### src/rtl/mul_div_pkg.sv
// Shared definitions for the sequential multiply and divide datapath blocks.
// Both blocks use the same operand width default and FSM state encodings.
package mul_div_pkg;

    localparam int DEFAULT_WIDTH = 8;

    // Encoding 2'd3 is unused and recovers to S_IDLE.
    typedef enum logic [1:0] {
        S_IDLE = 2'd0,
        S_RUN  = 2'd1,
        S_DONE = 2'd2
    } state_e;

endpackage

### src/rtl/mul_step.sv
// One radix-2 shift-add step: conditionally add M into A, then shift {A,Q} right by one.
// Purely combinational, so it can be chained for an unrolled or pipelined variant.
module mul_step #(
    parameter int WIDTH = 8
) (
    input  logic [WIDTH:0]   a,
    input  logic [WIDTH-1:0] q,
    input  logic [WIDTH-1:0] m,
    output logic [WIDTH:0]   a_next,
    output logic [WIDTH-1:0] q_next
);

    logic [WIDTH:0] sum_s;

    // Conditional add on the multiplier LSB, carry kept in the top bit, then shift right.
    always_comb begin
        if (q[0]) begin
            sum_s = a + {1'b0, m};
        end else begin
            sum_s = a;
        end
        a_next = {1'b0, sum_s[WIDTH:1]};
        q_next = {sum_s[0], q[WIDTH-1:1]};
    end

endmodule

### src/rtl/shift_add_multiplier.sv
// Sequential multiply-accumulate: product = multiplicand*multiplier + addend.
// Also rebuilds the dividend from divider outputs (quotient, divisor, remainder).
module shift_add_multiplier
    import mul_div_pkg::*;
#(
    parameter int WIDTH = DEFAULT_WIDTH
) (
    input  logic                 CLK,
    input  logic                 RST_N,
    input  logic                 St,
    input  logic [WIDTH-1:0]     multiplicand,
    input  logic [WIDTH-1:0]     multiplier,
    input  logic [WIDTH-1:0]     addend,
    output logic [2*WIDTH-1:0]   product,
    output logic                 Busy,
    output logic                 Done
);

    localparam int CW = $clog2(WIDTH + 1);
    localparam logic [CW-1:0] LAST_STEP = CW'(WIDTH - 1);

    state_e               state_r;
    logic [WIDTH:0]       a_r;
    logic [WIDTH-1:0]     q_r;
    logic [WIDTH-1:0]     m_r;
    logic [CW-1:0]        cnt_r;
    logic [2*WIDTH-1:0]   product_r;
    logic [WIDTH:0]       a_next_s;
    logic [WIDTH-1:0]     q_next_s;

    mul_step #(.WIDTH(WIDTH)) u_step (
        .a      (a_r),
        .q      (q_r),
        .m      (m_r),
        .a_next (a_next_s),
        .q_next (q_next_s)
    );

    // Control FSM plus datapath registers; addend preloaded in A lands at weight 2^0 after WIDTH shifts.
    always_ff @(posedge CLK or negedge RST_N) begin
        if (!RST_N) begin
            state_r   <= S_IDLE;
            a_r       <= '0;
            q_r       <= '0;
            m_r       <= '0;
            cnt_r     <= '0;
            product_r <= '0;
        end else begin
            case (state_r)
                S_IDLE: begin
                    if (St) begin
                        m_r     <= multiplicand;
                        q_r     <= multiplier;
                        a_r     <= {1'b0, addend};
                        cnt_r   <= '0;
                        state_r <= S_RUN;
                    end else begin
                        state_r <= S_IDLE;
                    end
                end
                S_RUN: begin
                    a_r   <= a_next_s;
                    q_r   <= q_next_s;
                    cnt_r <= cnt_r + CW'(1);
                    if (cnt_r == LAST_STEP) begin
                        product_r <= {a_next_s[WIDTH-1:0], q_next_s};
                        state_r   <= S_DONE;
                    end else begin
                        state_r <= S_RUN;
                    end
                end
                S_DONE: begin
                    state_r <= S_IDLE;
                end
                default: begin
                    state_r <= S_IDLE;
                end
            endcase
        end
    end

    assign product = product_r;
    assign Busy    = (state_r != S_IDLE);
    assign Done    = (state_r == S_DONE);

endmodule
### config.mk
export PLATFORM = sky130hd
export DESIGN_NAME = shift_add_multiplier
export DESIGN_NICKNAME = d
export VERILOG_FILES = /design/src/rtl/mul_div_pkg.sv /design/src/rtl/mul_step.sv /design/src/rtl/shift_add_multiplier.sv
export SDC_FILE = /design/constraint.sdc
export NUM_CORES = 1
export LEC_CHECK = 0
export ABC_AREA = 0
export ABC_CLOCK_PERIOD_IN_PS = 2810
export CAP_MARGIN = 25
export CORE_MARGIN = 2
export CORE_UTILIZATION = 40
export CTS_CLUSTER_DIAMETER = 150
export DETAILED_ROUTE_END_ITERATION = 6
export GPL_TIMING_DRIVEN = 0
export PLACE_DENSITY = 0.72
export SYNTH_ARGS = -nofsm -noshare
export SYNTH_HDL_FRONTEND = slang
export SYNTH_HIERARCHICAL = 1
export SYNTH_SLANG_ARGS = --single-unit
export TNS_END_PERCENT = 30
### constraint.sdc
create_clock -name CLK -period 2.81 [get_ports CLK]
set_clock_uncertainty 0.1 [all_clocks]
set_input_delay 0.562 -clock CLK [delete_from_list [all_inputs] [get_ports CLK]]
set_output_delay 0.562 -clock CLK [all_outputs]
set_load 0.01 [all_outputs]
After elaboration in Yosys (flattened, before gate mapping)
Cells that the tools add are included.

Flip-flop bits (word level): 47. Input bits: 27. Output and inout port bits: 18. Word-level logic and storage cells: 28.

Add/subtract/negate cells: 2. Equal/unequal tests: 4. Muxes and demuxes: 10. Reduce and logical (&&, ||, !) cells: 6.

Operators with widths (count): 9-bit two-way mux (2); 9-bit one-hot mux with 2 select lines (1); 8-bit one-hot mux with 2 select lines (1); 9-bit by 8-bit adder with 9-bit output (1); 8-bit two-way mux (1); 4-bit one-hot mux with 2 select lines (1); 2-bit AND reduction (3); 4-bit by 1-bit adder with 4-bit output, second input constant (1); 4-bit by 3-bit equality test with 1-bit output, second input constant (1); 4-bit two-way mux (1); 2-bit one-hot mux with 2 select lines (1); 2-bit nonzero test (2); 2-bit by 1-bit equality test with 1-bit output, second input constant (1); 2-bit equality test, second input constant (1); 2-bit zero test (1); 2-bit two-way mux (1); 2-bit inequality test, second input constant (1); 1-bit two-way mux (1).

Logic depth before layout (Yosys ltp)
Gate-level depths: netlist of the first run.

Depth after elaboration: 3. Gate-level depth with buffers: 9. Depth with buffers taken out: 9.

Cells and area by module
Netlist of the first run, hierarchy kept.

Modules (own cells, without submodules): shift_add_multiplier (instances 1, cells each 169, area each 1889.3 µm², sequential area each 1176.1 µm²); mul_step (instances 1, cells each 74, area each 561.8 µm², sequential area each 0.0 µm²).

Worst setup path before layout of the first run
No wires, ideal clock.

Kind: reg2reg. Start: reg a_r[0]. End: reg product_r[15], in the netlist product[15]. Setup time: 0.125 ns. Arrival: 1.808 ns. Required time: 2.585 ns. Slack: 0.778 ns. Stages on the path, launching flop included: 9. Path buffers: 0. Clock period less this slack: 2.032 ns. Cells stage by stage: dfrtp_1 > ha_1 > inv_1 > fa_1 > nor2b_4 > o2111a_2 > nor3_1 > nand3b_1 > mux2_2.

Longest elaborated chain between the ends: 2.

Ends and longest elaborated chain: start, declared (line shift_add_multiplier.sv:23) `logic [WIDTH:0] a_r;`; start signal, assigned (line shift_add_multiplier.sv:54) `a_r <= {1'b0, addend};`; start signal, assigned (line shift_add_multiplier.sv:62) `a_r <= a_next_s;`; 9-bit by 8-bit adder with 9-bit output (line mul_step.sv:18) `sum_s = a + {1'b0, m};`; 9-bit two-way mux (line mul_step.sv:17) `if (q[0]) begin`; via a_next_s[7] (line shift_add_multiplier.sv:28) `logic [WIDTH:0] a_next_s;`; end signal, assigned (line shift_add_multiplier.sv:66) `product_r <= {a_next_s[WIDTH-1:0], q_next_s};`; end, declared (line shift_add_multiplier.sv:27) `logic [2*WIDTH-1:0] product_r;`.

The timed path passes the listed nets, and every way through them passes these cells. A chain may end at the register's enable or synchronous reset.

Final worst setup path of the first run
Start: reg a_r[0]. End: reg a_r[3].

Longest elaborated chain between the ends: 3.

Ends and longest elaborated chain: 9-bit by 8-bit adder with 9-bit output (line mul_step.sv:18); 9-bit two-way mux (line mul_step.sv:17); via a_next_s[3] (line shift_add_multiplier.sv:28); 9-bit one-hot mux with 2 select lines (line shift_add_multiplier.sv:49) `case (state_r)`.

The timed path passes the listed nets, and every way through them passes these cells.

==> flow_metrics.py, run 1 <==
metrics = {
    "sta": {
        "finalHoldWorstSlack_ns": 0.0698,
        "maxClockFrequency_ghz": 0.435,
        "min_period_over_period_pct": 81.8,
        "layout_setup_ws_ns": 0.511,
        "rsz0062_at_grt": "no",
        "slew-limit-headroom_pct": 43.0,
        "hold_viol": 0,
        "slew_violations": 0,
        "tightestPinTransition_ns": 0.854,
        "post-route-min-period_ns": 2.30,
        "setup_violations": 0,
    },
    "yosys": {
        "synth-main-ff-cell": "dfrtp_1",
        "netlist_instances": 243,
        "yosysSeqAreaShare_pct": 48.0,
        "yosysUniqueCellTypes": 47,
        "synth.area.top_cells": "dfrtp_1 (48%), nand2_1 (8.6%), mux2_2 (8.3%), ha_1 (4.6%), a22oi_1 (2.8%)",
        "synth.cell_area_mm2": 0.00245,
        "synth_top_area_cell": "dfrtp_1",
        "syn_area_per_cell_um2": 10.1,
        "synth.yosys.warnings": 6,
        "async_reset_ff_share_pct": 100,
        "synth-seq-cells": 47,
        "synth_edf_count": 0,
        "syn-num-nets": 280,
        "synth_top_area_share_pct": 48.0,
    },
    "global_routing": {
        "grt_pass1_wl_um": 9180,
        "grt_pass1_vias": 1923,
        "antenna_found_initial": 0,
        "grt_use_total_pct": 17.9,
        "overflow": 0,
        "grt_max_degree": 32,
    },
    "final_layout": {
        "syn2layout_area_growth_pct": 26.3,
        "final_cell_mix": "nand2_1 (56), dfrtp_1 (47), clkdlybuf4s50_1 (43)",
        "drive_gt1_share_pct": 16.6,
        "nNetsFinal": 332,
        "num_antenna_cells": 0,
        "mostFrequentLayoutCell": "nand2_1",
        "final_core_util_pct": 52.3,
        "stdcell_area_mm2": 0.00310,
    },
    "placement": {
        "dp_slack_ns": 0.280,
        "port_buffers": 44,
        "dp_hpwl_um": 3960,
        "place_area_mm2": 0.00300,
        "gp_congestion": 0.819,
    },
    "die": {
        "dieArea_mm2": 0.00677,
        "initial_core_util_pct": 41.4,
        "die_h_um": 82.3,
        "fp.coreArea_mm2": 0.00592,
        "die_w_um": 82.3,
        "rows": 28,
        "pin_count": 45,
    },
    "pwr": {
        "seq_power_share_pct": 33.0,
        "power_leakage_nw": 1.37,
        "p_sw_mw": 1.50,
        "swShare_pct": 40.1,
        "power_frac_comb_pct": 55.3,
        "peakVddDrop_uv": 541,
        "power_density_mw_per_mm2": 1200,
        "p_int_mw": 2.23,
        "p_clk_share_pct": 11.6,
    },
    "run": {
        "drv_cap": 0,
    },
    "critical_path": {
        "cp-end-kind": "register",
        "start_kind": "register",
        "worstPathRequired_ns": 2.94,
        "critical_path_class": "reg -> reg",
        "cp_max_fo": 3,
        "cpPeakStageDelay_ns": 0.44,
        "slowest_stage": "fa_1",
        "arrival_ns": 2.43,
        "path_cells": "ha_1, inv_1, fa_1, nor2b_4, o21a_1, nor3_1, o31ai_1, o22ai_1, nor2_1",
    },
    "clock_network": {
        "cts_num_sinks": 47,
        "clkLatencyLatePin_ns": 0.30,
        "cts_post_setup_buffers_inserted": 0,
        "root_buffer": "clkbuf_8",
        "cts_tree": "done",
        "worst_setup_hold_path_clk_slew_ns": 0.09,
        "cts_buffers": 5,
        "postCtsHoldBufs": 0,
        "h-tree-depth": 2,
        "clockBufferDepth": 2,
        "ctsResizeCount": 0,
    },
    "detailed_routing": {
        "viasPerCell": 5.32,
        "dr.pass1.iters": 6,
        "routed_wirelength_um": 5430,
        "vias": 1974,
        "routedWlPerCell_um": 14.6,
        "ant_nets": 0,
        "drc": 0,
        "drt_iter0_markers": 128,
    },
    "min_path": {
        "hold_path_class": "in -> async",
    },
    "outcome": {
        "status": "finished clean",
    },
}
==> synth_stat cells, types with 2 or more instances <==
master	n
clkbuf_1	3
nor2_1	9
a21oi_1	4
nand3_1	5
mux2_2	18
mux2i_1	2
nor2b_1	2
buf_2	5
inv_1	4
ha_1	9
nand2_1	56
o21a_1	3
a211oi_1	3
o21bai_1	2
a22oi_1	9
o22ai_1	7
nor3_1	10
o21ai_0	5
dfrtp_1	47
nand3b_1	4
buf_4	8
nand2b_1	3
==> critical path: cells and delay by family, from the launching register on <==
kind	cells	cell delay [ns]
compound gates	3	0.69
fa+ha+maj	2	0.66
buf+inv	1	0.07
flops	1	0.37
simple gates	3	0.34
==> power groups by stage <==
stage               registers [mW]  clock network, mW  logic, mW
finish                        1.23              0.434       2.06
global route                  1.28              0.475       2.31
CTS                           1.23              0.446       2.06
detailed placement            1.25                  0       2.05
global placement              1.23                  0       1.99
floorplan                     1.25                  0       1.40
==> final cells by class <==
class                      instances  area [um^2]
buffer                            18          111
inverter                           4         15.0
multi-input combinational        174         1150
timing repair buffer              45          455
sequential                        47         1180
tap                               75         93.8
clock inverter                     1         8.76
clock buffer                       7         86.3
fill                             564         2830
==> stage by stage <==
step | cells | total power, mW | TNS (ns)
floorplan | 243 | 2.65 | 0
global placement | 362 | 3.22 | -12.78
detailed placement | 363 | 3.30 | 0
CTS | 371 | 3.74 | 0
global route | 371 | 4.06 | 0
finish | 371 | 3.73 | 0
==> cells by family (layout without fill, tap and decap cells) <==
kind of cell / count (synthesis) / in the layout / share of synthesized area, %
simple gates: 99 / 99 / 19.3
flops: 47 / 47 / 48.0
mux: 20 / 20 / 9.09
fa+ha+maj: 10 / 10 / 5.41
compound gates: 43 / 43 / 12.6
buf+inv: 22 / 75 / 5.16
other cells: 1 / 1 / 0.153
xor+xnor: 1 / 1 / 0.357
==> state kept, by name, indices dropped and copies added, names as in the netlist <==
name	flops
q_r	8
cnt_r	4
a_r	9
m_r	8
state_r	2
product	16
==> final timing paths <==
| path | startpoint | endpoint | slack [ns] | depth (start not counted) |
|---|---|---|---|---|
| worst max register to register | a_r[0] | a_r[3] | 0.51 | 9 |
| min in group CLK | q_r[1] | q_r[1] | 0.39 | 2 |
| max in group asynchronous | RST_N | a_r[3] | 2.04 | 2 |
| worst min-delay path | RST_N | product[1] | 0.07 | 1 |
| worst min register to register | q_r[1] | q_r[1] | 0.39 | 2 |
| worst max-delay path | a_r[0] | a_r[3] | 0.51 | 9 |
==> layer usage <==
layer	wire [um]	track usage (%)	part of all wire (%)	up-vias
met5	0	0	0	-
met4	60	6.00	1.1	0
met3	275	3.04	5.1	4
met2	2560	28.1	47	54
met1	2530	25.2	47	964
li1	-	-	-	952
Note: power is estimated with default switching activity, not from simulation.
==> run 2, diff against run 1 <==
- ABC_CLOCK_PERIOD_IN_PS: 2810 -> 2100
- PLACE_DENSITY: 0.72 -> 0.74
- clock period: 2.81 -> 2.1 ns (I/O delays scaled with it)
==> run 2 against run 1 <==
Against the previous run:
- non-clock buffer count increased by 5
- cell count up 1.3%
- critical path depth down 1
- critical endpoint is now product[9]
- largest cell class is now multi-input combinational cells
==> flow_metrics.py, run 2 (same netlist as run 1, synthesis figures left out) <==
metrics = {
    "outcome": {
        "status": "finished clean",
    },
    "global_routing": {
        "gr-usage-met1_pct": 24.9,
        "grt_pass1_wl_um": 9470,
        "overflow": 0,
        "grt_use_total_pct": 18.6,
        "antenna_found_initial": 0,
        "grt_max_degree": 32,
        "use_met3_pct": 2.93,
        "busiest_layer": "met2",
        "grt.met2_usage_pct": 30.7,
        "grt_pass1_vias": 1989,
    },
    "clock_network": {
        "h-tree-depth": 2,
        "worst_setup_hold_path_clk_slew_ns": 0.09,
        "clkLatencyLatePin_ns": 0.31,
        "cts_num_sinks": 47,
        "clockBufferDepth": 2,
        "cts_tree": "done",
        "cts_buffers": 5,
        "root_buffer": "clkbuf_8",
    },
    "final_layout": {
        "syn2layout_area_growth_pct": 30.4,
        "mostFrequentLayoutCell": "nand2_1",
        "largest_reg_flops": 16,
        "drive_gt1_share_pct": 21.6,
        "seqCellArea_mm2": 0.00118,
        "num_antenna_cells": 0,
        "nNetsFinal": 337,
        "multi_input_area_mm2": 0.00120,
        "final-instance-count-excl-fill": 376,
        "final_cell_mix": "nand2_1 (56), dfrtp_1 (45), clkdlybuf4s50_1 (42)",
        "nFillCells": 520,
    },
    "sta": {
        "slew_violations": 0,
        "rsz0062_at_grt": "yes",
        "post-route-min-period_ns": 2.10,
        "min_period_over_period_pct": 100,
        "slew-limit-headroom_pct": 46.2,
        "hold_viol": 0,
        "setup_violations": 0,
        "tightestPinTransition_ns": 0.806,
        "maxClockFrequency_ghz": 0.476,
    },
    "critical_path": {
        "start_kind": "register",
        "path_cells": "ha_2, inv_2, fa_2, buf_4, buf_4, xnor2_1, mux2_4, mux2_2",
        "worstPathRequired_ns": 2.20,
        "r2r_slack_ns": 0.0002,
        "path_common_cell": "buf_4",
        "cpPeakStageDelay_ns": 0.38,
        "cp_top_family": "adder cells",
        "cp_max_fo": 2,
        "arrival_ns": 2.20,
        "cp-end-kind": "register",
        "critical_path_class": "reg -> reg",
        "critPathBufInv": 3,
        "slowest_stage": "dfrtp_1",
    },
    "detailed_routing": {
        "routed_wirelength_um": 5650,
        "vias": 1979,
        "drt_iter0_markers": 88,
        "routedWlPerCell_um": 15.0,
        "dr.pass1.iters": 4,
        "ant_nets": 0,
        "viasPerCell": 5.26,
        "drc": 0,
    },
    "die": {
        "dieArea_mm2": 0.00677,
        "rows": 28,
        "die_h_um": 82.3,
        "pin_count": 45,
        "fp.coreArea_mm2": 0.00592,
        "initial_core_util_pct": 41.4,
        "die_w_um": 82.3,
    },
    "pwr": {
        "power_density_mw_per_mm2": 1620,
        "finalPower_mw": 5.19,
        "peakVddDrop_uv": 840,
        "power_leakage_nw": 1.41,
    },
    "placement": {
        "port_buffers": 44,
        "dp_hpwl_um": 3920,
        "dp_cells": 363,
        "gp_congestion": 0.826,
    },
    "min_path": {
        "hold_path_class": "reg -> reg",
    },
    "run": {
        "drv_cap": 0,
    },
}
==> run 2: cell types whose count changed in the layout (fill, tap and decap cells not counted), moves of 2 or more <==
cell / change
buf_4: +4
dfrtp_1: -2
dfrtp_2: +2
ha_1: -3
ha_2: +2
mux2_2: -2
mux2_4: +2
==> run 2: worst min-delay path, delay by kind of cell (launching register included) <==
kind             cells  cell delay [ns]
flip-flops           1             0.35
AND/OR/NAND/NOR      2             0.11
==> run 2: final timing paths <==
kind	start	end	depth (start not counted)
max in group asynchronous	RST_N	state_r[0]	3
worst max-delay path	m_r[0]	product[9]	8
worst max register to register	m_r[0]	product[9]	8
worst min register to register	q_r[1]	q_r[1]	2
worst min-delay path	q_r[1]	q_r[1]	2
min in group asynchronous	RST_N	product[1]	2
==> run 2: area by class of cell <==
cell class | instances | share of cell area [%]
Clock buffer | 7 | 2.70
Timing Repair Buffer | 50 | 15.6
Inverter | 4 | 0.470
Sequential cell | 47 | 36.9
Multi-Input combinational cell | 174 | 37.7
Tap cell | 75 | 2.94
Buffer | 18 | 3.48
Clock inverter | 1 | 0.274
==> run 2: repair_timing <==
| action | in CTS | in global routing |
|---|---|---|
| pin swaps | 2 | 9 |
| setup endpoints to repair | 5 | 16 |
| hold buffers | 1 | 0 |
| gates resized for setup | 2 | 13 |
| setup buffers | 3 | 1 |
| endpoints found under the hold margin | 16 | 0 |
| cloned | 0 | 0 |
==> run 2: through the flow <==
step / TNS (ns) / hold WS [ns] / cell area (um^2) / worst slack, ns / utilization, %
finish: 0 / 0.387 / 3200 / 0.000154 / 54.0
global route: -0.273 / 0.427 / 3200 / -0.0728 / 54.0
CTS: 0 / 0.390 / 3130 / 0.00730 / 52.9
detailed placement: -4.77 / 0.275 / 3000 / -0.246 / 50.7
global placement: -42.60 / 0.357 / 2990 / -0.815 / 50.4
floorplan: 0 / 0.0244 / 2450 / 0.0676 / -
==> run 2: power breakdown <==
group	leakage (nW)	switching, mW	total [mW]	internal, mW
Sequential	0.567	0.305	1.66	1.36
Clock	0.0484	0.312	0.582	0.270
Combinational	0.792	1.44	2.95	1.50
==> run 2: routing by layer <==
metal,vias to the layer above,wire (um)
met2,33,2820
met3,8,175
li1,959,-
met5,-,0
met1,979,2540
met4,0,112
